===== config.mk =====
export PLATFORM = sky130hd
export DESIGN_NAME = tick_rx
export DESIGN_NICKNAME = d
export VERILOG_FILES = /design/src/rtl/tick_rx.sv
export SDC_FILE = /design/constraint.sdc
export NUM_CORES = 1
export LEC_CHECK = 0
export BUFFER_PORTS_ARGS = -buffer_cell sky130_fd_sc_hd__buf_2
export CORE_AREA = 2 2 65 67
export CTS_BUF_LIST = sky130_fd_sc_hd__clkbuf_16
export CTS_CLUSTER_SIZE = 28
export DETAILED_ROUTE_END_ITERATION = 7
export DIE_AREA = 0 0 67 69
export HOLD_SLACK_MARGIN = 0.08
export MAX_ROUTING_LAYER = met4
export PLACE_DENSITY = 0.72
export REMOVE_ABC_BUFFERS = 1
export SLEW_MARGIN = 20
export SYNTH_ARGS = -nofsm -noshare
export SYNTH_HDL_FRONTEND = slang
export SYNTH_SLANG_ARGS = --single-unit

===== constraint.sdc =====
create_clock -name clk -period 2.8 [get_ports clk]
set_clock_uncertainty 0.15 [all_clocks]
set_input_delay 0.42 -clock clk [delete_from_list [all_inputs] [get_ports clk]]
set_output_delay 0.42 -clock clk [all_outputs]
set_load 0.05 [all_outputs]

===== src/rtl/tick_rx.sv =====
// tick_rx: turns each level change on tick_in into a one-cycle pulse, measures the
// spacing between events and offers it on valid/ready. Optional deglitch: `TICK_RX_DEGLITCH_EN.
module tick_rx #(
    parameter int CNT_W   = 16,
    parameter int TIMEOUT = 1024,
    parameter int DROP_W  = 8
) (
    input  logic              clk,
    input  logic              rst,
    input  logic              tick_in,
    output logic              pulse,
    output logic [CNT_W-1:0]  period,
    output logic              period_valid,
    input  logic              period_ready,
    output logic              locked,
    output logic              stall,
    output logic [DROP_W-1:0] drop_cnt
);

    typedef enum logic [1:0] {IDLE, ARM, LOCK, STALL} state_e;

    localparam logic [CNT_W-1:0]  CNT_MAX   = '1;
    localparam logic [DROP_W-1:0] DROP_MAX  = '1;
    localparam logic [CNT_W-1:0]  TIMEOUT_C = CNT_W'(TIMEOUT);

    state_e            state_q, state_d;
    logic              evt;
    logic              load;
    logic              pulse_q;
    logic [CNT_W-1:0]  cnt_q, cnt_d;
    logic              valid_q, valid_d;
    logic [CNT_W-1:0]  period_q, period_d;
    logic [DROP_W-1:0] drop_q, drop_d;

`ifdef TICK_RX_DEGLITCH_EN
    // A new level must be seen on two consecutive samples before it counts as an event.
    logic samp_q, level_q;

    always_ff @(posedge clk) begin
        if (rst) begin
            samp_q  <= 1'b0;
            level_q <= 1'b0;
        end else begin
            samp_q <= tick_in;
            if (evt) begin
                level_q <= tick_in;
            end
        end
    end

    assign evt = (tick_in == samp_q) && (tick_in != level_q);
`else
    logic prev_q;

    always_ff @(posedge clk) begin
        if (rst) begin
            prev_q <= 1'b0;
        end else begin
            prev_q <= tick_in;
        end
    end

    assign evt = (tick_in != prev_q);
`endif

    // Counter equals the distance to the last event detection cycle, so it is the period on load.
    always_comb begin
        if (evt) begin
            cnt_d = CNT_W'(1);
        end else if (cnt_q == CNT_MAX) begin
            cnt_d = cnt_q;
        end else begin
            cnt_d = cnt_q + CNT_W'(1);
        end
    end

    always_ff @(posedge clk) begin
        if (rst) begin
            state_q  <= IDLE;
            cnt_q    <= '0;
            pulse_q  <= 1'b0;
            valid_q  <= 1'b0;
            period_q <= '0;
            drop_q   <= '0;
        end else begin
            state_q  <= state_d;
            cnt_q    <= cnt_d;
            pulse_q  <= evt;
            valid_q  <= valid_d;
            period_q <= period_d;
            drop_q   <= drop_d;
        end
    end

    always_comb begin
        state_d = state_q;
        load    = 1'b0;
        unique case (state_q)
            IDLE: begin
                if (evt) state_d = ARM;
            end
            ARM, LOCK: begin
                if (evt) begin
                    state_d = LOCK;
                    load    = 1'b1;
                end else if (cnt_q == TIMEOUT_C) begin
                    state_d = STALL;
                end
            end
            STALL: begin
                if (evt) state_d = ARM;
            end
            default: state_d = IDLE;
        endcase
    end

    // A load over an unconsumed value counts a drop unless the old value leaves this same cycle.
    always_comb begin
        valid_d  = valid_q;
        period_d = period_q;
        drop_d   = drop_q;
        if (load) begin
            valid_d  = 1'b1;
            period_d = cnt_q;
            if (valid_q && !period_ready && (drop_q != DROP_MAX)) begin
                drop_d = drop_q + DROP_W'(1);
            end
        end else if (valid_q && period_ready) begin
            valid_d = 1'b0;
        end
    end

    always_comb begin
        locked = (state_q == LOCK);
        stall  = (state_q == STALL);
    end

    assign pulse        = pulse_q;
    assign period       = period_q;
    assign period_valid = valid_q;
    assign drop_cnt     = drop_q;

endmodule


==> summary.md <==
| Metric | Value |
|---|---|
| Maximum number of pins on one net before global-route repair | 37 |
| Hold Crit Depth | 3 |
| Top_reg_cell synth | dfxtp_1 |
| Depth of the worst register-to-register path | 6 |
| Worst-case hold slack | 0.271 ns |
| Number of vias in the routed layout | 1,783 |
| Minimum clock period after layout | 2.30 ns |
| Unrepaired setup endpoints after global routing | false |
| Die Y | 69 µm |
| Setup slack of the worst register-to-register path | 0.50 ns |
| Critical Path AT | 2.33 ns |
| Post-detailed-routing wire length | 4250 µm |
| Areal power density over the cells | 565 nW/µm² |
| Number of top-level pins | 32 |
| CTS-repair resized insts | 0 |
| Antenna cells | 0 |
| M1 wire length | 1980 µm |
| Die X-Extent | 67 µm |
| Design Area, Final | 2360 µm² |
| TritonCTS clock tree | yes |
| Number of clock sinks seen by CTS | 45 |
| Area share of the largest cell type after synthesis | 0.439 |
| DRC violations left | 0 |
| Largest fanout of any net on the critical path | 7 |
| Met3 wire len | 217 µm |
| Number of vias per cell | 5.61 |
| Slowest CP cell | or3b_4 |
| Final number of setup-violating endpoints | 0 |
| Cell chosen for the clock root | clkbuf_16 |
| Flops & latches, synth | 45 |
| Antenna violations before repair | 0 |
| Sort of element at the start of the critical path | flop |
| Via count of the first global-routing pass | 1,544 |
| Outcome | finished clean |
| Final hold viol count | 0 |
| Endpoint of the worst hold path | period_valid$_SDFFE_PP0P_ |
| Capture point of the worst reg-to-reg path | drop_cnt[0]$_SDFFE_PP0P_ |
| Cell-by-cell listing of the critical path | inv_1, ha_1, or3b_4, nand2b_4, a31oi_1, mux2_2 |
| Top cell type by total area after synthesis | dfxtp_1 |
| Comb pwr share | 0.097 |
| Worst slack after detailed placement | 0.488 ns |
| Number of rows in the core area | 23 |
| Clock share of power | 0.406 |
| Internal power consumption | 1.00 mW |
| # Post-CTS Setup Buffers | 0 |
| Post-Synthesis Mean Instance Area | 8.55 µm² |
| Clock latency reported for the late side of the worst-skew pair | 0.28 ns |
| Seq/Total Area, Yosys | 0.439 |
| Share of the cycle needed by the critical path after routing | 0.823 |
| HPWL after detailed placement | 2860 µm |
| Area grow syn2layout | 15.2% |
| Share of the core filled with cells | 0.604 |
| Global placement routability congestion | 0.846 |
| Category of the worst setup path capture point | flop |
| Most common cell in the synthesized netlist | dfxtp_1 |
| Cts bufs inserted | 5 |
| Commonest cells post-synth | dfxtp_1, nand2_1, a21oi_1 |
| Maximum clock path buffer count | 2 |
| Switching pwr | 0.332 mW |
| Kind of critical path | flop to flop |
| Cell variety after synth | 44 |
| Slew Limit Headroom | 0.529 |
| Min-Delay Startpoint | period_ready |
| Sequential Power Share | 0.497 |
| Placeable core area | 3910 µm² |
| Cts hold-fix bufs | 0 |
| Number of pins with negative max-slew slack in the final report | 0 |
| Placed instance count | 311 |
| Number of buffers inserted by port buffering | 31 |
| Syn Std Cell Area | 2050 µm² |
| Slew at the pin with the worst max-slew slack | 0.706 ns |
| Fraction of registers with async set/reset | 0 |
| Total negative slack for setup checks | 0 ns |
| Switching share of total power | 0.248 |
| CP Data Required Time | 2.82 ns |
| Synthesized netlist cell count | 240 |
| Routed length on met2 | 2000 µm |
| Worst ir drop on vdd | 0.000416 V |
| Total of warnings raised by yosys | 0 |
| Count of flip-flops with a built-in enable after synthesis | 0 |
| Total Power | 1.34 mW |
| Critical Path Max Stage Delay | 0.43 ns |
| Type of the tightest min-delay check | primary input to flop |
| Effective utilization at floorplan | 0.524 |
| Max cap viols | 0 |
| Cell area after placement | 2230 µm² |
| First drt pass iteration count | 4 |
| Fraction of final layout cells sized beyond drive strength 1 | 0.183 |
| Full die area | 4620 µm² |
| DRT iter0 DRCs | 155 |
| Overflow left after global routing | 0 |
| Post-DRT Antenna Nets | 0 |
| H-tree depth reported by CTS | 2 |
| Non-filler cells in the finished layout | 318 |
| CTS clock-pin slew for the worst setup and hold paths | 0.06 ns |
| Nets | 277 |
| Worst r2r src | state_q[0]$_SDFFE_PP0P_ |
| Ranking of synthesized cells by area | dfxtp_1, nand2_1, a21oi_1 |
| Total global-route track usage | 0.197 |
| First-pass GRT wire length | 7000 µm |
| Post-route setup slack | 0.496 ns |
| Highest metal layer with signal wires | met4 |
| Max frequency | 0.434 GHz |
| Average wire per cell in the routed design | 13.4 µm |
| Total leakage power | 0.885 nW |
==> layer usage <==
layer  GRT usage  vias up
li1            -      918
met1       0.249      818
met2       0.300       42
met3      0.0473        5
met4      0.0748        0
met5           -        -
==> how the worst max path moves through the flow <==
stage | start | end | slack, ns | cells after the start
6_report | state_q[0]$_SDFFE_PP0P_ | drop_cnt[0]$_SDFFE_PP0P_ | 0.50 | 6
5_1_grt | state_q[0]$_SDFFE_PP0P_ | drop_cnt[0]$_SDFFE_PP0P_ | 0.41 | 6
4_1_cts | state_q[0]$_SDFFE_PP0P_ | drop_cnt[0]$_SDFFE_PP0P_ | 0.49 | 6
3_5_place_dp | state_q[0]$_SDFFE_PP0P_ | drop_cnt[0]$_SDFFE_PP0P_ | 0.49 | 6
3_3_place_gp | state_q[0]$_SDFFE_PP0P_ | drop_cnt[0]$_SDFFE_PP0P_ | 0.57 | 6
2_1_floorplan | state_q[0]$_SDFFE_PP0P_ | drop_cnt[0]$_SDFFE_PP0P_ | 0.64 | 6
==> cells in the final DEF, fill, tap and decap left out, drive strengths merged, types with 6 or more instances in the layout <==
cell	synthesis	final
a21oi	28	28
buf	5	32
dfxtp	45	45
inv	6	7
nand2	40	40
nand2b	6	6
nand3	7	7
nand4	6	6
nor2	17	17
nor3	7	7
nor4	6	6
o31ai	6	6
or4	7	7
==> power groups by stage <==
stage | clock [mW] | combinational (mW) | sequential (mW)
global placement | 0 | 0.130 | 0.677
CTS | 0.552 | 0.132 | 0.664
finish | 0.543 | 0.130 | 0.664
detailed placement | 0 | 0.131 | 0.678
floorplan | 0 | 0.0754 | 0.693
global route | 0.579 | 0.143 | 0.665
==> worst max-delay path: cells and delay by family, from the launching register on <==
family,cells,cell delay [ns]
mux,1,0.37
fa+ha+maj,1,0.36
flops,1,0.35
buf+inv,1,0.05
simple gates,2,0.60
compound gates,1,0.31
==> area by class of cell <==
| cell class | count | area, µm² |
|---|---|---|
| Clock buffer | 5 | 125 |
| Clock inverter | 2 | 7.51 |
| Fill cell | 365 | 1550 |
| Inverter | 6 | 22.5 |
| Multi-Input combinational cell | 178 | 1080 |
| Sequential cell | 45 | 901 |
| Tap cell | 50 | 62.6 |
| Timing Repair Buffer | 32 | 163 |
==> kinds of logic after synthesis <==
| family | synth area share |
|---|---|
| compound gates | 0.154 |
| simple gates | 0.291 |
| fa+ha+maj | 0.0305 |
| flops | 0.439 |
| buf+inv | 0.0335 |
| xor+xnor | 0.0262 |
| mux | 0.0256 |
==> state kept, by name (all words and copies together), names as in the netlist <==
name,cells
drop_cnt,8
prev_q,1
cnt_q,16
state_q,2
period,16
pulse,1
period_valid,1
Power figures use the tool's default switching activity.
